**config.mk**
```make
export PLATFORM = sky130hd
export DESIGN_NAME = ex_muldiv_unit
export DESIGN_NICKNAME = d
export VERILOG_FILES = /design/src/rtl/ex_muldiv_unit.sv
export SDC_FILE = /design/constraint.sdc
export NUM_CORES = 1
export LEC_CHECK = 0
export BUFFER_PORTS_ARGS = -buffer_cell sky130_fd_sc_hd__clkbuf_2
export CORE_AREA = 3 3 317 225
export DETAILED_ROUTE_END_ITERATION = 12
export DIE_AREA = 0 0 320 228
export MAX_ROUTING_LAYER = met4
export PLACE_DENSITY_LB_ADDON = 0.12
export SLEW_MARGIN = 5
export SYNTH_ARGS = -nofsm -noshare
export SYNTH_HDL_FRONTEND = slang
export SYNTH_SLANG_ARGS = --single-unit
```
**constraint.sdc**
```tcl
create_clock -name clk -period 7.6 [get_ports clk]
set_clock_uncertainty 0.05 [all_clocks]
set_input_delay 0.38 -clock clk [delete_from_list [all_inputs] [get_ports clk]]
set_output_delay 0.38 -clock clk [all_outputs]
set_load 0.03 [all_outputs]
```
**src/rtl/ex_muldiv_unit.sv**
```systemverilog
// rtl/ex_muldiv_unit.sv - iterative MULT/MULTU/DIV/DIVU unit owning HI/LO
//
// Purpose: 32-iteration shift-add multiply and restoring divide for the EX
// stage. Operands are converted to magnitudes at launch. A final FIX cycle
// applies the sign correction and writes HI/LO. MTHI/MTLO writes are
// accepted only while idle.
//
// Ports:
//   clk, rst        clock; synchronous active-high reset
//   start, op       launch request (sampled in IDLE); 00 MULT 01 MULTU 10 DIV 11 DIVU
//   src_a, src_b    multiplicand/dividend, multiplier/divisor
//   cancel          flush: return to IDLE without touching HI/LO
//   hi_we, lo_we    MTHI / MTLO enables, data on wdata
//   busy, done      registered in-flight flag and one-cycle completion pulse
//   hi, lo          architectural HI/LO registers

module ex_muldiv_unit #(
    parameter int WIDTH = 32
) (
    input  logic             clk,
    input  logic             rst,
    input  logic             start,
    input  logic [1:0]       op,
    input  logic [WIDTH-1:0] src_a,
    input  logic [WIDTH-1:0] src_b,
    input  logic             cancel,
    input  logic             hi_we,
    input  logic             lo_we,
    input  logic [WIDTH-1:0] wdata,
    output logic             busy,
    output logic             done,
    output logic [WIDTH-1:0] hi,
    output logic [WIDTH-1:0] lo
);

    localparam int CW = $clog2(WIDTH) + 1;

    typedef enum logic [1:0] {
        S_IDLE = 2'd0,
        S_CALC = 2'd1,
        S_FIX  = 2'd2
    } state_e;

    state_e             state_q, state_d;
    logic [CW-1:0]      cnt_q, cnt_d;
    logic               is_div_q, is_div_d;
    logic               neg_res_q, neg_res_d;   // product / quotient must be negated
    logic               neg_rem_q, neg_rem_d;   // remainder follows dividend sign
    logic               dz_q, dz_d;             // divide by zero
    logic [WIDTH-1:0]   a_raw_q, a_raw_d;       // unmodified dividend for divide-by-zero HI
    logic [WIDTH-1:0]   opnd_q, opnd_d;         // multiplicand (mul) or divisor (div) magnitude
    // mul: {partial product, remaining multiplier bits}
    // div: low half holds dividend bits shifting out / quotient bits shifting in
    logic [2*WIDTH-1:0] acc_q, acc_d;
    logic [WIDTH-1:0]   rem_q, rem_d;
    logic [WIDTH-1:0]   hi_q, hi_d;
    logic [WIDTH-1:0]   lo_q, lo_d;
    logic               busy_q, busy_d;
    logic               done_q, done_d;

    // Launch-time operand conditioning
    logic               a_neg, b_neg;
    logic [WIDTH-1:0]   a_mag, b_mag;

    // Iteration datapath
    logic [WIDTH:0]     mul_sum;
    logic [WIDTH:0]     div_shift;
    logic [WIDTH:0]     div_diff;
    logic               div_ok;

    // Fixup datapath
    logic [2*WIDTH-1:0] prod_fix;
    logic [WIDTH-1:0]   quo_fix;
    logic [WIDTH-1:0]   rem_fix;

    always_comb begin
        a_neg = ~op[0] & src_a[WIDTH-1];
        b_neg = ~op[0] & src_b[WIDTH-1];
        a_mag = a_neg ? (~src_a + 1'b1) : src_a;
        b_mag = b_neg ? (~src_b + 1'b1) : src_b;
    end

    always_comb begin
        mul_sum   = {1'b0, acc_q[2*WIDTH-1:WIDTH]} + (acc_q[0] ? {1'b0, opnd_q} : '0);
        div_shift = {rem_q, acc_q[WIDTH-1]};
        // The shifted remainder is always below 2*divisor, so a set top bit
        // of the difference means the trial subtraction went negative.
        div_diff  = div_shift - {1'b0, opnd_q};
        div_ok    = ~div_diff[WIDTH];
        prod_fix  = neg_res_q ? (~acc_q + 1'b1) : acc_q;
        quo_fix   = neg_res_q ? (~acc_q[WIDTH-1:0] + 1'b1) : acc_q[WIDTH-1:0];
        rem_fix   = neg_rem_q ? (~rem_q + 1'b1) : rem_q;
    end

    always_comb begin
        state_d   = state_q;
        cnt_d     = cnt_q;
        is_div_d  = is_div_q;
        neg_res_d = neg_res_q;
        neg_rem_d = neg_rem_q;
        dz_d      = dz_q;
        a_raw_d   = a_raw_q;
        opnd_d    = opnd_q;
        acc_d     = acc_q;
        rem_d     = rem_q;
        hi_d      = hi_q;
        lo_d      = lo_q;
        done_d    = 1'b0;

        unique case (state_q)
            S_IDLE: begin
                if (cancel) begin
                    // Flushed cycle: neither a launch nor a move-to is honoured.
                    state_d = S_IDLE;
                end else if (start) begin
                    state_d   = S_CALC;
                    cnt_d     = '0;
                    is_div_d  = op[1];
                    neg_res_d = a_neg ^ b_neg;
                    neg_rem_d = a_neg;
                    dz_d      = op[1] & (src_b == '0);
                    a_raw_d   = src_a;
                    rem_d     = '0;
                    if (op[1]) begin
                        opnd_d = b_mag;
                        acc_d  = {{WIDTH{1'b0}}, a_mag};
                    end else begin
                        opnd_d = a_mag;
                        acc_d  = {{WIDTH{1'b0}}, b_mag};
                    end
                end else begin
                    if (hi_we) hi_d = wdata;
                    if (lo_we) lo_d = wdata;
                end
            end

            S_CALC: begin
                if (is_div_q) begin
                    rem_d = div_ok ? div_diff[WIDTH-1:0] : div_shift[WIDTH-1:0];
                    acc_d = {acc_q[2*WIDTH-1:WIDTH], acc_q[WIDTH-2:0], div_ok};
                end else begin
                    acc_d = {mul_sum, acc_q[WIDTH-1:1]};
                end
                cnt_d = cnt_q + 1'b1;
                if (cnt_q == CW'(WIDTH - 1)) begin
                    state_d = S_FIX;
                end
            end

            S_FIX: begin
                state_d = S_IDLE;
                done_d  = 1'b1;
                if (!is_div_q) begin
                    hi_d = prod_fix[2*WIDTH-1:WIDTH];
                    lo_d = prod_fix[WIDTH-1:0];
                end else if (dz_q) begin
                    hi_d = a_raw_q;
                    lo_d = '1;
                end else begin
                    hi_d = rem_fix;
                    lo_d = quo_fix;
                end
            end

            default: begin
                state_d = S_IDLE;
            end
        endcase

        // A flush abandons whatever is in flight, including a pending FIX write.
        if (cancel && state_q != S_IDLE) begin
            state_d = S_IDLE;
            hi_d    = hi_q;
            lo_d    = lo_q;
            done_d  = 1'b0;
        end

        busy_d = (state_d != S_IDLE);
    end

    always_ff @(posedge clk) begin
        if (rst) begin
            state_q   <= S_IDLE;
            cnt_q     <= '0;
            is_div_q  <= 1'b0;
            neg_res_q <= 1'b0;
            neg_rem_q <= 1'b0;
            dz_q      <= 1'b0;
            a_raw_q   <= '0;
            opnd_q    <= '0;
            acc_q     <= '0;
            rem_q     <= '0;
            hi_q      <= '0;
            lo_q      <= '0;
            busy_q    <= 1'b0;
            done_q    <= 1'b0;
        end else begin
            state_q   <= state_d;
            cnt_q     <= cnt_d;
            is_div_q  <= is_div_d;
            neg_res_q <= neg_res_d;
            neg_rem_q <= neg_rem_d;
            dz_q      <= dz_d;
            a_raw_q   <= a_raw_d;
            opnd_q    <= opnd_d;
            acc_q     <= acc_d;
            rem_q     <= rem_d;
            hi_q      <= hi_d;
            lo_q      <= lo_d;
            busy_q    <= busy_d;
            done_q    <= done_d;
        end
    end

    assign busy = busy_q;
    assign done = done_q;
    assign hi   = hi_q;
    assign lo   = lo_q;

endmodule
```
# Word level (Yosys, flattened, before mapping)
# Cells that the tools add are included.
dict set report word_totals {
  register_bits 238
  latch_bits 0
  mem_bits_rw 0
  mem_bits_ro 0
  out_inout_bits 66
  n_memories 0
}
dict set report op_classes {
  n_addsub 8
  n_mul 0
  div 0
  order_cmp 0
  eq_ne 10
  shifts 0
  n_mux 38
  bitwise_logic 13
  n_reduce_logical 14
}
# cell n
set ops {}
lappend ops {{$mux W32} 21}
lappend ops {{$mux W64} 4}
lappend ops {{$pmux W32 S2} 3}
lappend ops {{$add A32 B1 Y32 const B} 4}
lappend ops {{$not A32 Y32} 4}
lappend ops {{$pmux W64 S2} 1}
lappend ops {{$add A64 B1 Y64 const B} 1}
lappend ops {{$not A64 Y64} 1}
lappend ops {{$add A32 B32 Y33} 1}
lappend ops {{$sub A33 B32 Y33} 1}
lappend ops {{$logic_not A32 Y1} 1}
lappend ops {{$ne A2 B2 Y1 const B} 7}
lappend ops {{$mux W6} 2}
lappend ops {{$pmux W6 S2} 1}
lappend ops {{$reduce_and A5 Y1} 2}
lappend ops {{$mux W2} 4}
lappend ops {{$reduce_and A4 Y1} 2}
lappend ops {{$reduce_bool A2 Y1} 4}
lappend ops {{$add A6 B1 Y6 const B} 1}
lappend ops {{$eq A6 B5 Y1 const B} 1}
lappend ops {{$reduce_and A3 Y1} 2}
lappend ops {{$not A1 Y1} 4}
lappend ops {{$pmux W2 S2} 1}
lappend ops {{$and A1 B1 Y1} 3}
lappend ops {{7 further kinds} 7}

# Depth between registers and ports, before layout
# Gate-level depths: netlist (run 1).
dict set report logic_depth {
  depth_word 7
  mapped_depth 15
  depth_no_buf 14
}

# Worst setup path before layout (run 1)
# No wires, ideal clock.
dict set report synth_path {
  kind {register to register}
  start {reg acc_q[31]}
  end {reg rem_q[10]}
  t_arrival_ns 3.381
  path_slack_ns 4.041
  path_stages_with_launch 15
  n_path_buf 1
  path_cell_list {dfxtp_1 -> inv_1 -> ha_1 -> fa_1 -> nand2b_1 -> a21oi_1 -> o31a_1 -> o2111ai_1 -> and4b_1 -> o21ai_0 -> a41oi_1 -> xnor2_1 -> buf_2 -> mux2i_1 -> o21ai_0}
}
dict set report synth_via {
  elab_chain_cells 4
}
# item line
set synth_lines {}
lappend synth_lines {{from (decl)} 54} ;# logic [2*WIDTH-1:0] acc_q, acc_d;
lappend synth_lines {{from (signal assigned)} 191} ;# acc_q <= '0;
lappend synth_lines {{from (signal assigned)} 206} ;# acc_q <= acc_d;
lappend synth_lines {{$sub A33 B32 Y33} 88} ;# div_diff = div_shift - {1'b0, opnd_q};
lappend synth_lines {{$mux W32} 139} ;# rem_d = div_ok ? div_diff[WIDTH-1:0] : div_shift[WIDTH-1:0];
lappend synth_lines {{$mux W32} 138} ;# if (is_div_q) begin
lappend synth_lines {{$pmux W32 S2} 110} ;# unique case (state_q)
lappend synth_lines {{to (signal assigned)} 207} ;# rem_q <= rem_d;
lappend synth_lines {{to (decl)} 55} ;# logic [WIDTH-1:0] rem_q, rem_d;
# Every way passes these cells. The select of a mux whose other input is x is not followed.
# A chain may end at the register's enable or synchronous reset.

# Final worst setup path (run 1)
dict set report layout_path {
  start {reg acc_q[0]}
  end {reg acc_q[60]}
}
dict set report layout_via {
  elab_chain_cells 4
}
# item line
set layout_lines {}
lappend layout_lines {{$mux W32} 84} ;# mul_sum = {1'b0, acc_q[2*WIDTH-1:WIDTH]} + (acc_q[0] ? {1'b0, opnd_q} : '0);
lappend layout_lines {{$add A32 B32 Y33} 84}
lappend layout_lines {{$mux W64} 138}
lappend layout_lines {{$pmux W64 S2} 110}
# Every way passes these cells. The select of a mux whose other input is x is not followed.

==> results.ini, run 1 <==
[outcome]
outcome = complete, no violations

[synth]
syn-cell-area_sq_um = 17120
yosys.area_share.simple_pct = 18.91
synth_top_family_by_area = compound AO/OA/AOI/OAI gates
yosys-top-cells-count = 314 x nand2_1, 274 x a21oi_1, 238 x dfxtp_1
post_synth_xor_area_fraction_pct = 9.977
synth_compound_gate_area_share_pct = 28.50
synthCells = 2295
synth_area_leaders = dfxtp_1 28%, a21oi_1 8.0%, nand2_1 6.9%
async_flop_share_pct = 0
ys.flop_type = dfxtp_1
yosysTopAreaCellShare_pct = 27.83
synthDistinctLibCells = 71
ys_seq_area_share_pct = 27.83
yosysMostFrequentCell = nand2_1
syn_area_per_cell_sq_um = 7.459
synth_enable_flop_cells = 0
synth_area_leader_cell = dfxtp_1
synth_adder_area_share_pct = 5.277
syn-num-nets = 2470
synth-seq-cells = 238
yosysWarnings = 0
synth_mux_area_share_pct = 4.393

[placement]
placed_area_sq_um = 18720
dpl.hpwl_um = 61950
gp_congestion = 0.9304
placed_cells = 3230
portBuffers = 169

[global_routing]
grt_pass1_wl_um = 114400
grt_util_all_layers_pct = 21.32
grt-ovfl-total = 0
antenna_found_initial = 4
grt_start_max_net_pins = 73
grt_pass1_vias = 16400

[floorplan]
core_sq_um = 68270
die_y_um = 228
rows = 80
initial_core_util_pct = 25.08
dieWidth_um = 320
dieArea_sq_um = 72960
ios = 170

[clock_tree]
tritoncts = done
cts_resized = 0
clk_path_buf_depth = 3
cts_made_buffers = 28
cts.htree.levels = 1
clock_tree.root_cell = clkbuf_16
clk_pin_slew_ps = 60
cts_num_sinks = 238
clock_latency_ps = 590

[timing]
max_freq_mhz = 185.4
tightest_slew_ps = 1276
hold_slack_ps = 24.48
tns_ps = 0
period_minus_slack_ps = 5394
max-slew-margin-rel_pct = 14.40
rsz0062_at_grt = false
drv_slew = 0
period_share_pct = 70.97
hold_viol_final = 0
setup_viol = 0

[critical_path]
path_class = reg -> reg
crit_fanout = 32
crit_path_end_kind = flip-flop
start_kind = flip-flop
critPathArrivalTime_ps = 5800
crit_slowest_cell = clkinv_1
cp.required_ps = 8000
cp_slowest_stage_delay_ps = 1100
cp_cell_sequence = clkinv_1 -> nor2_1 -> ha_1 -> and3_1 -> and4_1 -> a2111oi_0 -> o21bai_1 -> a21oi_1 -> o21ai_0 -> a311oi_1 -> xor2_1 -> o21ai_0
cpMostUsedCell = o21ai_0

[cells_and_area]
drive_gt1_share_pct = 11.48
syn_to_final_growth_pct = 14.39
fin_cells = 3282
fin_area_sq_um = 19580
layout.nets = 2534

[drt]
antenna_left = 0
drt_iter0_drc = 1922
dr.pass1.iters = 5
drc = 0
num_vias = 17980
avgRoutedWirePerCell_um = 24.16
viasPerCell = 5.479
totalWireLength_um = 79280

[power_and_ir_drop]
power.density_nw_per_um2 = 172.3
peakVddDrop_mv = 0.1715
leakagePower_nw = 7.388
power_mw = 3.374

[job]
drv_cap = 0

[min_path]
hold_class = in -> reg

## layout by cell type (no fill, tap or decap), drive strengths merged, types with 8 or more instances in the layout
master,n
o21ai,174
o221ai,35
nor4,23
a21o,34
a221oi,16
buf,26
nand3,23
xnor2,129
a22oi,13
nand2,314
or3,19
o21a,9
a211oi,18
a32oi,18
nor2b,16
a2111oi,8
or4,23
a31oi,14
o41ai,19
dfxtp,238
a311oi,11
inv,70
o21bai,8
clkinv,8
nand4,13
xor2,66
o221a,8
ha,69
nor2,172
nor3,43
clkbuf,208
mux2i,74
a21oi,274
o31ai,32
and3,9
or2,13
o211ai,34
nand2b,27
## critical path: cells and delay by family, from the launching register on
family | cells | cell delay [ps]
buffers and inverters | 1 | 1100
xor gates and xnor gates | 1 | 180
DFF | 1 | 600
and+or+nand+nor | 3 | 1250
adders and majority gates | 1 | 410
AOI/OAI and AO/OA | 6 | 1660
## per-stage QoR
step / setup slack [ps] / util (%)
after floorplan: 4041 / -
after global placement: 2859 / 27.42
after detailed placement: 2860 / 27.42
after CTS: 2844 / 28.68
after global routing: 1967 / 28.68
final: 2206 / 28.68
## worst paths after layout
check	start	to	slack (ps)	depth (start not counted)
setup reg to reg	acc_q[0]$_SDFFE_PP0P_	acc_q[60]$_SDFFE_PP0P_	2210	12
setup / recovery	acc_q[0]$_SDFFE_PP0P_	acc_q[60]$_SDFFE_PP0P_	2210	12
hold / removal	wdata[1]	hi[1]$_SDFFE_PP0P_	20	3
hold reg to reg	lo[19]$_SDFFE_PP0P_	lo[19]$_SDFFE_PP0P_	400	2
## cell families (layout without fill, tap and decap cells)
family / Yosys count / count (layout)
compound gates: 771 / 771
simple gates: 713 / 713
flops: 238 / 238
buf+inv: 232 / 316
xor+xnor: 195 / 195
mux: 75 / 75
fa+ha+maj: 71 / 71
other cells: 0 / 1
## power breakdown
group / internal [mW] / switching [mW]
clock: 0.710 / 0.611
sequential: 1.30 / 0.0690
combinational: 0.230 / 0.458
## flip-flops by register name, summed over array words and instances, names as in the netlist
register	cells
acc_q	64
a_raw_q	32
hi	32
lo	32
opnd_q	32
rem_q	32
cnt_q	6
state_q	2
busy	1
done	1
dz_q	1
is_div_q	1
neg_rem_q	1
neg_res_q	1
## timing repair
item / in CTS / in global routing
setup endpoints to repair: 0 / 0
endpoints found under the hold margin: 2 / 0
buffers inserted: 0 / 0
hold buffers: 1 / 0
## final cells by class
type	count	area, sq um
fill	7570	48680
clock buffer	40	775.7
tap	902	1129
inverter	71	266.5
multi-input combinational	1825	11510
clock inverter	10	72.57
sequential	238	4771
timing repair buffer	195	1050
antenna	1	2.502
## metal layers
layer	track usage (%)	vias to the layer above	part of all wire, %
met5	-	-	0
met4	3.031	0	1.5
met3	4.935	58	8.6
met2	26.86	702	37
met1	33.82	8767	53
li1	-	8455	-
Power figures use the tool's default switching activity.
==> run 2, diff against run 1 <==
==> constraint.sdc (replaced) <==
create_clock -name clk -period 5 [get_ports clk]
set_clock_uncertainty 0.05 [all_clocks]
set_input_delay 0.25 -clock clk [delete_from_list [all_inputs] [get_ports clk]]
set_output_delay 0.25 -clock clk [all_outputs]
set_load 0.03 [all_outputs]
==> run 2 against run 1 <==
Compared with the run above: combinational power grew 59%; fmax increased by 26%; critical path depth rose by 2; cell count is 1.7% higher; worst hold slack got worse by 9.3 ps.
==> results.ini, run 2 (synthesis gave the netlist of run 1 again) <==
[placement]
dpl.hpwl_um = 62960
placed_area_sq_um = 18790
portBuffers = 169
gp_congestion = 0.9069

[timing]
drv_slew = 0
setup_viol = 0
tightest_slew_ps = 1184
period_share_pct = 85.88
tns_ps = 0
max_freq_mhz = 232.9
rsz0062_at_grt = false
max-slew-margin-rel_pct = 21.07
period_minus_slack_ps = 4294
hold_viol_final = 0
hold_slack_ps = 15.22

[clock_tree]
cts.htree.levels = 1
cts_num_sinks = 238
clock_tree.root_cell = clkbuf_16
clock_latency_ps = 580
clk_path_buf_depth = 3
cts_made_buffers = 29
cts_resized = 0
clk_pin_slew_ps = 60
tritoncts = done
post-cts-setup-buffer-count = 0

[global_routing]
grt-ovfl-total = 0
grt_start_max_net_pins = 89
antenna_found_initial = 4
grt_pass1_wl_um = 117500
grt_pass1_vias = 16830
grt_util_all_layers_pct = 21.85

[cells_and_area]
fin_area_sq_um = 20240
mostFrequentLayoutCells = 314 x nand2_1, 273 x a21oi_1, 235 x dfxtp_1
drive_gt1_share_pct = 11.88
syn_to_final_growth_pct = 18.23
layout.nets = 2585
max_flop_register = acc_q
largest_reg_flops = 64
mostFrequentLayoutCell = nand2_1

[drt]
num_vias = 18010
antenna_left = 0
drt_iter0_drc = 1823
totalWireLength_um = 80300
avgRoutedWirePerCell_um = 24.06
viasPerCell = 5.397
drc = 0
dr.pass1.iters = 5

[job]
drv_cap = 0

[floorplan]
ios = 170
core_sq_um = 68270
rows = 80
die_y_um = 228
initial_core_util_pct = 25.08
dieWidth_um = 320
dieArea_sq_um = 72960

[power_and_ir_drop]
peakVddDrop_mv = 0.2392
leakagePower_nw = 7.696
power_mw = 5.453
power.density_nw_per_um2 = 269.4

[critical_path]
start_kind = flip-flop
cp.required_ps = 5370
path_class = reg -> reg
rrSetupSlack_ps = 710
crit_fanout = 11
crit_path_end_kind = flip-flop
critPathArrivalTime_ps = 4670

[outcome]
outcome = complete, no violations

[min_path]
hold_class = in -> reg

run 2: path summary, 6_finish.rpt:
check / cells after the start / start / endpoint
setup / recovery: 14 / acc_q[31]$_SDFFE_PP0P_ / rem_q[7]$_SDFFE_PP0P_
hold / removal: 3 / wdata[16] / hi[16]$_SDFFE_PP0P_
setup reg to reg: 14 / acc_q[31]$_SDFFE_PP0P_ / rem_q[7]$_SDFFE_PP0P_
hold reg to reg: 2 / lo[7]$_SDFFE_PP0P_ / lo[7]$_SDFFE_PP0P_
run 2: metal layers:
metal	part of all wire, %	global-route usage, %	up-vias	routed length, um
li1	-	-	8567	-
met1	55	35.41	8782	44080
met2	37	27.48	603	29520
met3	6.8	3.863	59	5491
met4	1.5	3.189	0	1211
met5	0	-	-	0
run 2: area by class of cell:
cell class / count / area, sq um
Antenna cell: 3 / 7.507
Clock buffer: 42 / 864.6
Clock inverter: 11 / 142.6
Fill cell: 7488 / 48030
Inverter: 71 / 266.5
Multi-Input combinational cell: 1825 / 11510
Sequential cell: 238 / 4771
Tap cell: 902 / 1129
Timing Repair Buffer: 245 / 1543
run 2: metrics by stage:
stage                     worst slack [ps]  utilization [%]  cells
final                                705.9            29.65   3337
after floorplan                       1441                -   2295
after global placement               904.7            27.53   3238
after CTS                            716.8            29.64   3334
after detailed placement             750.2            27.53   3238
after global routing                 305.2            29.64   3335
run 2: worst max-delay path, stage by stage, from the launching register on:
cell and delay, ps:
dfxtp_1 440, inv_1 90, ha_1 220, fa_1 400
nand2b_1 190, a21oi_1 270, o31a_1 250, o2111ai_1 130
and4b_1 260, o21ai_0 400, a41oi_1 280, xnor2_2 500
buf_4 340, mux2i_1 230, o21ai_0 90
run 2: what timing repair did:
item	4_1_cts	5_1_grt
hold buffers	43	0
hold endpoints to repair	45	0
endpoints found under the setup margin	0	0
run 2: power by group:
group          switching (mW)  total (mW)  internal, mW  leakage [nW]
combinational           0.707        1.09         0.380          5.26
clock                   0.946        2.30          1.35         0.494
sequential             0.0982        2.07          1.97          1.94
total                    1.75        5.45          3.70          7.70
==> run 3, diff against run 2 <==
--- a/config.mk
+++ b/config.mk
@@ -11,6 +11,7 @@
 export DIE_AREA = 0 0 320 228
 export MAX_ROUTING_LAYER = met4
 export PLACE_DENSITY_LB_ADDON = 0.12
+export SKIP_LAST_GASP = 1
 export SLEW_MARGIN = 5
 export SYNTH_ARGS = -nofsm -noshare
 export SYNTH_HDL_FRONTEND = slang
==> constraint.sdc (replaced) <==
create_clock -name clk -period 4.8 [get_ports clk]
set_clock_uncertainty 0.05 [all_clocks]
set_input_delay 0.24 -clock clk [delete_from_list [all_inputs] [get_ports clk]]
set_output_delay 0.24 -clock clk [all_outputs]
set_load 0.03 [all_outputs]
==> run 3 against run 2 <==
Compared with the run above: wire length fell by 1.3%; sequential power grew 4%; critical path type unchanged; critical path depth unchanged; largest cell class unchanged; highest routed layer unchanged; critical endpoint is now rem_q[30]$_SDFFE_PP0P_; total power increased by 4.4%; die area unchanged; non-clock buffer count up 7; clock-buffer cell count is 3 lower.
==> results.ini, run 3 (synthesis gave the netlist of run 1 again) <==
[drt]
avgRoutedWirePerCell_um = 23.72
drc = 0
totalWireLength_um = 79230
dr.pass1.iters = 7
num_vias = 18050
antenna_left = 0
drt_iter0_drc = 1712
viasPerCell = 5.403

[timing]
tightest_slew_ps = 1133
max-slew-margin-rel_pct = 24.47
hold_slack_ps = 31.44
max_freq_mhz = 235.1
drv_slew = 0
period_minus_slack_ps = 4254
period_share_pct = 88.62
tns_ps = 0
hold_viol_final = 0
rsz0062_at_grt = false
setup_viol = 0

[power_and_ir_drop]
leakagePower_nw = 7.740
seqPwrFrac_pct = 37.9
pwr-share-comb_pct = 19.8
power.density_nw_per_um2 = 280.3
power_mw = 5.695
power_frac_clock_pct = 42.3
internal_power_mw = 3.903
switching_share_pct = 31.48
p_switching_mw = 1.793
peakVddDrop_mv = 0.2833

[cells_and_area]
fillers = 7521
drive_gt1_share_pct = 11.85
n_antenna_cell = 0
mostFrequentLayoutCells = 314 x nand2_1, 273 x a21oi_1, 235 x dfxtp_1
layout.nets = 2591
syn_to_final_growth_pct = 18.71
max_flop_register = acc_q
mostFrequentLayoutCell = nand2_1
largest_reg_flops = 64

[critical_path]
rr_startpoint = acc_q[31]$_SDFFE_PP0P_
rrSetupSlack_ps = 550
critPathArrivalTime_ps = 4690
start_kind = flip-flop
crit_fanout = 22
cp.required_ps = 5240
path_class = reg -> reg
reg2reg_to = rem_q[30]$_SDFFE_PP0P_
worstRegToRegCells = 14
crit_path_end_kind = flip-flop

[clock_tree]
clock_tree.root_cell = clkbuf_16
cts_made_buffers = 28
tritoncts = done
clk_pin_slew_ps = 70
cts.htree.levels = 1
clock_latency_ps = 590
cts_num_sinks = 238
clk_path_buf_depth = 3
cts_resized = 0

[placement]
dpl.hpwl_um = 62350
portBuffers = 169
gp_congestion = 0.9256

[global_routing]
antenna_found_initial = 4
grt_pass1_wl_um = 115200
grt_util_all_layers_pct = 21.50
grt_start_max_net_pins = 84
grt_pass1_vias = 16670
grt-ovfl-total = 0

[min_path]
min_to = acc_q[23]$_SDFFE_PP0P_
holdPathStages = 3
hp-start = src_a[23]
hold_class = in -> reg

[floorplan]
dieWidth_um = 320
core_sq_um = 68270
initial_core_util_pct = 25.08
dieArea_sq_um = 72960
rows = 80
ios = 170
die_y_um = 228

[job]
drv_cap = 0

[outcome]
outcome = complete, no violations

[run 3: worst max-delay path by stage]
stage                      startpoint                     end  slack [ps]
6_report       acc_q[31]$_SDFFE_PP0P_  rem_q[30]$_SDFFE_PP0P_         550
3_3_place_gp   acc_q[31]$_SDFFE_PP0P_  rem_q[28]$_SDFFE_PP0P_         730
4_1_cts        acc_q[31]$_SDFFE_PP0P_  rem_q[30]$_SDFFE_PP0P_         560
5_1_grt        acc_q[31]$_SDFFE_PP0P_  rem_q[30]$_SDFFE_PP0P_         240
2_1_floorplan  acc_q[31]$_SDFFE_PP0P_  rem_q[10]$_SDFFE_PP0P_        1240
3_5_place_dp   acc_q[31]$_SDFFE_PP0P_  rem_q[30]$_SDFFE_PP0P_         600
[run 3: repair_timing]
item	in CTS	in global routing
hold buffers	49	0
setup buffers	0	0
setup endpoints to repair	0	0
endpoints found under the hold margin	52	0
[run 3: metrics by stage]
stage / area (sq um) / setup WS [ps] / util (%) / cells
detailed placement: 18810 / 595.4 / 27.56 / 3239
global route: 20320 / 244.5 / 29.77 / 3340
floorplan: 17120 / 1241 / - / 2295
global placement: 18810 / 733.4 / 27.56 / 3239
finish: 20320 / 546.0 / 29.77 / 3340
CTS: 20320 / 559.3 / 29.77 / 3340
[run 3: cell type report]
type | instances | area (sq um) | share of cell area [%]
multi-input combinational | 1825 | 11510 | 56.67
sequential | 238 | 4771 | 23.48
timing repair buffer | 252 | 1623 | 7.986
tap | 902 | 1129 | 5.554
clock buffer | 39 | 812.0 | 3.996
inverter | 71 | 266.5 | 1.312
clock inverter | 13 | 205.2 | 1.010
[run 3: power by group through the flow]
stage	registers (mW)	clock network [mW]	logic, mW
3_5_place_dp	2.20	0	1.08
5_1_grt	2.17	2.54	1.23
4_1_cts	2.15	2.46	1.12
2_1_floorplan	2.18	0	0.668
3_3_place_gp	2.20	0	1.09
6_report	2.16	2.41	1.13
[run 3: routing by layer]
metal	part of all wire [%]	global-route usage, %
met1	54	34.63
met2	36	26.85
met3	8.1	4.262
met4	1.6	3.318
met5	0	-
[run 3: critical path: stages, from the launching register on]
cell,delay (ps)
dfxtp_1,440
inv_1,110
ha_1,230
fa_1,410
nand2b_1,190
a21oi_1,250
o31a_1,240
o2111ai_1,140
and4b_1,270
o21ai_0,390
a41oi_1,290
xnor2_2,420
buf_12,260
nand2_1,220
o21ai_0,240
